## src/rtl/pc_fetch_unit_if.sv

```systemverilog
// pc_fetch_if: redirect, instruction-memory and decode-side signals of the fetch unit.
// PC_MISALIGN_TRAP_EN adds the misaligned-redirect trap outputs.
interface pc_fetch_if;
    logic        redirect_valid;
    logic [31:0] redirect_pc;
    logic        imem_req_valid;
    logic        imem_req_ready;
    logic [31:0] imem_addr;
    logic        imem_resp_valid;
    logic [31:0] imem_resp_data;
    logic        instr_valid;
    logic        instr_ready;
    logic [31:0] instr;
    logic [31:0] instr_pc;
    logic [31:0] instr_pc_plus4;
`ifdef PC_MISALIGN_TRAP_EN
    logic        misalign_trap;
    logic [31:0] misalign_addr;
`endif
    modport master (
`ifdef PC_MISALIGN_TRAP_EN
        output misalign_trap, misalign_addr,
`endif
        input  redirect_valid, redirect_pc, imem_req_ready, imem_resp_valid, imem_resp_data, instr_ready,
        output imem_req_valid, imem_addr, instr_valid, instr, instr_pc, instr_pc_plus4
    );
    modport slave (
`ifdef PC_MISALIGN_TRAP_EN
        input  misalign_trap, misalign_addr,
`endif
        output redirect_valid, redirect_pc, imem_req_ready, imem_resp_valid, imem_resp_data, instr_ready,
        input  imem_req_valid, imem_addr, instr_valid, instr, instr_pc, instr_pc_plus4
    );
endinterface

```

## src/rtl/pc_fetch_unit.sv

```systemverilog
// pc_fetch_unit: owns the PC, issues single-outstanding imem reads and buffers words for decode.
// Optional PC_MISALIGN_TRAP_EN: misaligned redirect raises a sticky trap and halts fetching.
module pc_fetch_unit #(
    parameter logic [31:0] RESET_PC   = 32'h0000_0000,
    parameter int          FIFO_DEPTH = 2
) (
    input logic        clk,
    input logic        reset,
    pc_fetch_if.master f
);
    localparam int AW = $clog2(FIFO_DEPTH);
    localparam int CW = AW + 1;
    typedef enum logic [1:0] {IDLE, REQ, WAIT} state_t;
    state_t        state_q, state_d;
    logic [31:0]   pc_q, pc_d, addr_q, addr_d, tgt_pc;
    logic          discard_q, discard_d, halt_q, halt_d, bad_tgt;
    logic [CW-1:0] cnt_q, cnt_d;
    logic [AW-1:0] rd_ptr_q, wr_ptr_q;
    logic [31:0]   pc_mem_q [FIFO_DEPTH];
    logic [31:0]   data_mem_q [FIFO_DEPTH];
    logic          rd, accept, resp, push, pop, space;
`ifdef PC_MISALIGN_TRAP_EN
    assign tgt_pc  = f.redirect_pc;
    assign bad_tgt = |f.redirect_pc[1:0];
`else
    assign tgt_pc  = f.redirect_pc & ~32'h3;
    assign bad_tgt = 1'b0;
`endif
    always_comb begin
        rd        = f.redirect_valid;
        accept    = state_q == REQ && f.imem_req_ready;
        resp      = state_q == WAIT && f.imem_resp_valid;
        push      = resp && !discard_q && !rd;
        pop       = f.instr_valid && f.instr_ready && !rd;
        cnt_d     = rd ? '0 : cnt_q + CW'(push) - CW'(pop);
        space     = cnt_d < CW'(FIFO_DEPTH);
        halt_d    = halt_q || (rd && bad_tgt);
        // a request accepted after a redirect is the stale one, so it must not advance the new pc
        pc_d      = rd ? tgt_pc : accept && !discard_q ? pc_q + 32'd4 : pc_q;
        discard_d = !halt_d && (state_q == IDLE ? discard_q :
                                state_q == REQ  ? (rd || discard_q) : (!resp && (rd || discard_q)));
        state_d   = halt_d ? IDLE :
                    state_q == IDLE ? (space ? REQ : IDLE) :
                    state_q == REQ  ? (accept ? WAIT : REQ) :
                    resp ? (space ? REQ : IDLE) : WAIT;
        addr_d    = state_d == REQ && state_q != REQ ? pc_d : addr_q;
    end
    always_ff @(posedge clk or posedge reset) begin
        if (reset) begin
            state_q   <= IDLE;
            pc_q      <= RESET_PC;
            addr_q    <= RESET_PC;
            discard_q <= 1'b0;
            halt_q    <= 1'b0;
            cnt_q     <= '0;
            rd_ptr_q  <= '0;
            wr_ptr_q  <= '0;
            for (int i = 0; i < FIFO_DEPTH; i++) begin
                pc_mem_q[i]   <= '0;
                data_mem_q[i] <= '0;
            end
        end else begin
            state_q   <= state_d;
            pc_q      <= pc_d;
            addr_q    <= addr_d;
            discard_q <= discard_d;
            halt_q    <= halt_d;
            cnt_q     <= cnt_d;
            if (rd) begin
                rd_ptr_q <= '0;
                wr_ptr_q <= '0;
            end else begin
                if (push) begin
                    pc_mem_q[wr_ptr_q]   <= addr_q;
                    data_mem_q[wr_ptr_q] <= f.imem_resp_data;
                    wr_ptr_q             <= wr_ptr_q + AW'(1);
                end
                if (pop) rd_ptr_q <= rd_ptr_q + AW'(1);
            end
        end
    end
`ifdef PC_MISALIGN_TRAP_EN
    always_ff @(posedge clk or posedge reset) begin
        if (reset) begin
            f.misalign_trap <= 1'b0;
            f.misalign_addr <= '0;
        end else if (rd && bad_tgt && !halt_q) begin
            f.misalign_trap <= 1'b1;
            f.misalign_addr <= f.redirect_pc;
        end
    end
`endif
    assign f.imem_req_valid = state_q == REQ;
    assign f.imem_addr      = addr_q;
    assign f.instr_valid    = cnt_q != '0;
    assign f.instr          = data_mem_q[rd_ptr_q];
    assign f.instr_pc       = pc_mem_q[rd_ptr_q];
    assign f.instr_pc_plus4 = pc_mem_q[rd_ptr_q] + 32'd4;
endmodule

```

## src/flat_wrapper.sv

```systemverilog
// flat-port wrapper written by rule: the top's interface ports become plain ports
module pc_fetch_unit_flat 
#(
    parameter logic [31:0] RESET_PC   = 32'h0000_0000,
    parameter int          FIFO_DEPTH = 2
)
  (clk, reset, f_redirect_valid, f_redirect_pc, f_imem_req_ready, f_imem_resp_valid, f_imem_resp_data, f_instr_ready, f_imem_req_valid, f_imem_addr, f_instr_valid, f_instr, f_instr_pc, f_instr_pc_plus4);
  pc_fetch_if f_i ();
  input logic clk;
  input logic reset;
  input wire logic [$bits(f_i.redirect_valid)-1:0] f_redirect_valid;
  input wire logic [$bits(f_i.redirect_pc)-1:0] f_redirect_pc;
  input wire logic [$bits(f_i.imem_req_ready)-1:0] f_imem_req_ready;
  input wire logic [$bits(f_i.imem_resp_valid)-1:0] f_imem_resp_valid;
  input wire logic [$bits(f_i.imem_resp_data)-1:0] f_imem_resp_data;
  input wire logic [$bits(f_i.instr_ready)-1:0] f_instr_ready;
  output wire logic [$bits(f_i.imem_req_valid)-1:0] f_imem_req_valid;
  output wire logic [$bits(f_i.imem_addr)-1:0] f_imem_addr;
  output wire logic [$bits(f_i.instr_valid)-1:0] f_instr_valid;
  output wire logic [$bits(f_i.instr)-1:0] f_instr;
  output wire logic [$bits(f_i.instr_pc)-1:0] f_instr_pc;
  output wire logic [$bits(f_i.instr_pc_plus4)-1:0] f_instr_pc_plus4;
  assign f_i.redirect_valid = f_redirect_valid;
  assign f_i.redirect_pc = f_redirect_pc;
  assign f_i.imem_req_ready = f_imem_req_ready;
  assign f_i.imem_resp_valid = f_imem_resp_valid;
  assign f_i.imem_resp_data = f_imem_resp_data;
  assign f_i.instr_ready = f_instr_ready;
  assign f_imem_req_valid = f_i.imem_req_valid;
  assign f_imem_addr = f_i.imem_addr;
  assign f_instr_valid = f_i.instr_valid;
  assign f_instr = f_i.instr;
  assign f_instr_pc = f_i.instr_pc;
  assign f_instr_pc_plus4 = f_i.instr_pc_plus4;
  pc_fetch_unit #(.RESET_PC(RESET_PC), .FIFO_DEPTH(FIFO_DEPTH)) u_core (.clk(clk), .reset(reset), .f(f_i));
endmodule
```

## config.mk

```make
export PLATFORM = sky130hd
export DESIGN_NAME = pc_fetch_unit_flat
export DESIGN_NICKNAME = d
export VERILOG_FILES = /design/src/rtl/pc_fetch_unit_if.sv /design/src/rtl/pc_fetch_unit.sv /design/src/flat_wrapper.sv
export SDC_FILE = /design/constraint.sdc
export NUM_CORES = 1
export LEC_CHECK = 0
export ABC_CLOCK_PERIOD_IN_PS = 6400
export CAP_MARGIN = 30
export CORE_ASPECT_RATIO = 0.7
export CORE_MARGIN = 1.5
export CORE_UTILIZATION = 47
export CTS_BUF_LIST = sky130_fd_sc_hd__clkbuf_4 sky130_fd_sc_hd__clkbuf_8 sky130_fd_sc_hd__clkbuf_16
export CTS_CLUSTER_SIZE = 10
export DETAILED_ROUTE_END_ITERATION = 16
export PLACE_DENSITY_LB_ADDON = 0.25
export SLEW_MARGIN = 25
export SYNTH_ARGS = -nofsm -noshare
export SYNTH_HDL_FRONTEND = slang
export SYNTH_SLANG_ARGS = --single-unit
```

## constraint.sdc

```tcl
create_clock -name clk -period 6.4 [get_ports clk]
set_input_delay 1.28 -clock clk [delete_from_list [all_inputs] [get_ports clk]]
set_output_delay 1.28 -clock clk [all_outputs]
set_load 0.005 [all_outputs]
```

== Word level (Yosys, flattened, before mapping) ==
Cells that the tools add are included.

* Flip-flop bits (word level): 199
* Latch bits: 0
* RAM bits: 0
* Memory bits (read-only): 0
* Input port bits: 70
* Output and inout bits: 130
* Word-level logic and storage cells: 70
* Memories: 0

* Add/subtract/negate cells: 6
* Multiply operators: 0
* Divide/modulo/power cells: 0
* Magnitude comparators: 4
* Equal/unequal tests: 4
* Shift operators: 0
* Mux-type cells: 23
* Bitwise operators: 3
* Reductions and logical operators: 19

{| class="wikitable"
|+ Operator list
! operator !! number
|-
| two-way mux 32 bit || 9
|-
| bitwise mux 64 bit || 2
|-
| adder 32 x 3 -> 32 bit, second input constant || 2
|-
| demux 32 bit (select 1 bit) || 1
|-
| logical AND 1 bit || 10
|-
| two-way mux 2 bit || 5
|-
| two-way mux 1 bit || 6
|-
| nonzero test 2 bit || 3
|-
| == test 2 x 1 -> 1 bit, second input constant || 2
|-
| greater-or-equal comparator 2 bit, second input constant || 2
|-
| inverter 1 -> 2 bit || 2
|-
| zero test 1 bit || 3
|-
| adder 1 bit, second input constant || 2
|-
| adder 2 x 1 -> 2 bit || 1
|-
| == test 2 bit, second input constant || 1
|-
| zero test 2 bit || 1
|-
| less-than comparator 2 x 1 -> 1 bit, second input constant || 1
|-
| less-than comparator 2 bit, second input constant || 1
|-
| inequality test 2 x 1 -> 1 bit, second input constant || 1
|-
| AND reduction 2 bit || 1
|-
| subtractor 2 x 1 -> 2 bit || 1
|-
| logical OR 1 bit || 1
|-
| inverter 1 bit || 1
|}

== Logic depth before layout (Yosys ltp) ==
* Depth in word-level cells: 14
* Gate-level depth with buffers: 13
* Gate-level depth less buffers: 11

== Worst setup path before layout ==
OpenSTA, ideal clock, no wires.

* Path kind: register to output
* Start point: reg u_core.rd_ptr_q
* End point: out f_instr_pc_plus4[30]
* Arrival: 3231 ps
* Required time: 5120 ps
* Setup slack: 1889 ps
* Cell stages (with the launch flop): 14
* Buffers on the path: 5
* Cells stage by stage: dfrtp_1 > buf_2 > buf_2 > buf_2 > clkbuf_1 > buf_2 > mux2i_1 > inv_1 > ha_1 > nand4_1 > a21oi_1 > nand4_1 > nor4b_1 > xor2_1

* Cells in the longest elaborated chain, start to end: 5

{| class="wikitable"
|+ Ends and longest elaborated chain
! element !! line !! text
|-
| from (decl) || pc_fetch_unit.sv:18 || <nowiki>logic [AW-1:0] rd_ptr_q, wr_ptr_q;</nowiki>
|-
| from (signal assigned) || pc_fetch_unit.sv:78 || <nowiki>if (pop) rd_ptr_q <= rd_ptr_q + AW'(1);</nowiki>
|-
| inverter 1 -> 2 bit || - ||
|-
| two-way mux 32 bit (3 in a row) || - ||
|-
| via f_instr_pc[2] || flat_wrapper.sv:21 || <nowiki>output wire logic [$bits(f_i.instr_pc)-1:0] f_instr_pc;</nowiki>
|-
| adder 32 x 3 -> 32 bit || pc_fetch_unit.sv:98 || <nowiki>assign f.instr_pc_plus4 = pc_mem_q[rd_ptr_q] + 32'd4;</nowiki>
|-
| to (decl) || flat_wrapper.sv:22 || <nowiki>output wire logic [$bits(f_i.instr_pc_plus4)-1:0] f_instr_pc_plus4;</nowiki>
|}

The timed path passes the listed nets, and every way through them passes these cells. The select of a mux whose other input is x is not followed.

== Worst setup path after layout ==
* Start point: reg u_core.rd_ptr_q
* End point: out f_instr_pc_plus4[30]

* Cells in the longest elaborated chain, start to end: 5

{| class="wikitable"
|+ Ends and longest elaborated chain
! element !! line
|-
| inverter 1 -> 2 bit (implied by the code) || pc_fetch_unit.sv:98
|-
| two-way mux 32 bit (implied by the code) (3 in a row) || pc_fetch_unit.sv:98
|-
| adder 32 x 3 -> 32 bit || pc_fetch_unit.sv:98
|}

Every way passes these cells. The select of a mux whose other input is x is not followed.

==> flow_metrics.env <==
export IMPL_clk_pin_slew_ns=0.07
export IMPL_syn_area_per_cell_um2=12.0
export IMPL_rsz0062_at_grt="no"
export IMPL_antenna_found_initial=0
export IMPL_pwr_share_seq_pct=39.7
export IMPL_firstDrtPassIters=4
export IMPL_cp_end_kind="primary output"
export IMPL_clock_latency_ns=0.44
export IMPL_p_leak_nw=5.45
export IMPL_ys_seq_area_share_pct=51.5
export IMPL_numCtsBuffers=17
export IMPL_antenna_left=0
export IMPL_hpwlAfterDp_um=15900
export IMPL_ys_seq_elements=199
export IMPL_outcome="completed"
export IMPL_synth_edf_count=0
export IMPL_hold_viol_final=0
export IMPL_cts_tree="done"
export IMPL_crit_arrival_ns=4.28
export IMPL_dp_cells=1242
export IMPL_dieArea_mm2=0.0215
export IMPL_overflow=0
export IMPL_grt_pass1_vias=6870
export IMPL_p_comb_share_pct=38.8
export IMPL_final_layout_size_suffix_gt1_share_pct=25.6
export IMPL_finClkSkew_ns=0.0167
export IMPL_cts_buffer_depth=2
export IMPL_final_nets=1065
export IMPL_syn_instance_count=806
export IMPL_period_needed_ns=5.56
export IMPL_power_total_mw=4.92
export IMPL_cts_setup_buffers=0
export IMPL_intPower_mw=3.37
export IMPL_timing_max_cap_violations=0
export IMPL_min_path_type="reg -> reg"
export IMPL_n_fill_cell=1599
export IMPL_cp_max_fo=38
export IMPL_start_util_pct=48.5
export IMPL_required_ns=5.12
export IMPL_wirelength_um=22900
export IMPL_via_per_inst=5.37
export IMPL_stdcell_count=1274
export IMPL_die_h_um=123
export IMPL_cts_hold_buf=0
export IMPL_crit_type="reg -> out"
export IMPL_fin_setup_tns_ns=0
export IMPL_grt_util_all_layers_pct=22.3
export IMPL_io_pins=200
export IMPL_fp_coreArea_mm2=0.0200
export IMPL_die_x_um=174
export IMPL_gp_congestion=0.785
export IMPL_post_cts_resized=0
export IMPL_synth_area_mm2=0.00967
export IMPL_rows=43
export IMPL_layout_common_cells="199 x mux2_2, 198 x dfrtp_1, 196 x clkdlybuf4s50_1"
export IMPL_switchingPower_mw=1.55
export IMPL_dr_total_vias=6845
export IMPL_drc=0
export IMPL_cts_root_buffer="clkbuf_16"
export IMPL_worst_pin_slew_ns=0.938
export IMPL_grt_pass1_wl_um=37300
export IMPL_cts_sinks=199
export IMPL_hold_ws_ns=0.505
export IMPL_portBuffers=197
export IMPL_worstSetupStartpointType="register"
export IMPL_grt_max_degree=92
export IMPL_synth_distinct_cells=49
export IMPL_synth_ff_type="dfrtp_1"
export IMPL_ir_drop_v=0.000253
export IMPL_min_period_over_period_pct=86.9
export IMPL_synth_warnings=0
export IMPL_final_common_cell="mux2_2"
export IMPL_setup_viol=0
export IMPL_antenna_cells=0
export IMPL_power_share_clock_pct=21.5
export IMPL_synth_net_count=880
export IMPL_cellPowerDensity_mw_per_mm2=394
export IMPL_fmax_ghz=0.180
export IMPL_syn_to_final_growth_pct=29.2
export IMPL_p_sw_share_pct=31.6
export IMPL_slew_headroom_pct=37.5
export IMPL_h_tree_depth=4
export IMPL_wl_per_cell_um=18.0
export IMPL_postLayoutCoreUtil_pct=62.6
export IMPL_drt_iter0_markers=496
export IMPL_async_reset_ff_share_pct=100
export IMPL_drv_slew=0
[routing by layer]
layer	part of all wire [%]	up-vias	wire, um	track usage [%]
met2	44	181	10100	34.0
li1	-	3242	-	-
met4	1.4	0	327	6.36
met3	5.0	18	1150	4.52
met5	0	-	0	0
met1	49	3404	11300	32.4
[final cells by class]
cell class	count	area, um2	area share (%)
multi-input combinational	543	4440	35.5
tap	270	338	2.70
clock inverter	15	159	1.27
clock buffer	17	425	3.40
inverter	20	78.8	0.631
timing repair buffer	210	2080	16.6
sequential	199	4980	39.9
[power by group through the flow]
stage               Clock [mW]  Combinational (mW)  Sequential [mW]
floorplan                    0               0.929             1.85
global placement             0                1.89             1.96
detailed placement           0                1.92             1.97
CTS                       1.08                1.93             1.95
global route              1.13                2.07             2.01
finish                    1.06                1.91             1.95
[stage by stage]
stage	area, um2	worst slack, ns
after global placement	11900	1.45
after detailed placement	11900	1.42
after floorplan	9680	1.89
after global routing	12500	0.542
final	12500	0.840
after CTS	12500	0.899
[state kept, by name (all words and copies together), names as in the netlist]
| signal | cells |
|---|---|
| u_core.data_mem_q | 64 |
| u_core.pc_mem_q | 64 |
| u_core.f.imem_addr | 32 |
| u_core.pc_q | 32 |
| u_core.cnt_q | 2 |
| u_core.state_q | 2 |
| u_core.discard_q | 1 |
| u_core.rd_ptr_q | 1 |
| u_core.wr_ptr_q | 1 |
[synthesized netlist by cell type (17+ instances only)]
cell type | n | area share, %
buf_2 | 17 | 0.88
clkbuf_1 | 23 | 0.89
dfrtp_1 | 199 | 51
inv_1 | 20 | 0.78
mux2_2 | 199 | 23
nand2_1 | 62 | 2.4
nand3_1 | 29 | 1.5
nand4_1 | 18 | 1.2
nor2_1 | 24 | 0.93
o21ai_0 | 23 | 1.2
xnor2_1 | 27 | 2.4
xor2_1 | 23 | 2.1
[logic make-up (layout without fill, tap and decap cells)]
group	count (synthesis)	count (layout)	share of synthesized area (%)
compound gates	63	63	4.13
xor+xnor	50	50	4.53
fa+ha+maj	4	4	0.517
buf+inv	64	262	2.86
flops	199	199	51.5
mux	211	211	24.4
simple gates	215	215	12.1
[worst max-delay path, stage by stage (launching register included)]
cell             delay, ns
dfrtp_4               0.73
mux2i_1               0.17
inv_1                 0.10
ha_1                  0.24
nand4_1               0.13
a21oi_1               0.58
nand4_1               0.60
nor4b_1               0.55
xor2_1                0.20
clkdlybuf4s50_1       0.52
[path summary, 6_finish.rpt]
check | start | endpoint | slack [ns] | cells past startpoint
max in group asynchronous | reset | u_core.rd_ptr_q | 4.15 | 3
worst min register to register | u_core.data_mem_q[50] | u_core.data_mem_q[50] | 0.50 | 1
worst min-delay path | u_core.data_mem_q[50] | u_core.data_mem_q[50] | 0.50 | 1
worst max-delay path | u_core.rd_ptr_q | f_instr_pc_plus4[30] | 0.84 | 9
worst max register to register | u_core.cnt_q[1] | u_core.f.imem_addr[19] | 2.95 | 11
min in group asynchronous | reset | u_core.pc_mem_q[2] | 1.15 | 2
Note: power is estimated with default switching activity, not from simulation.
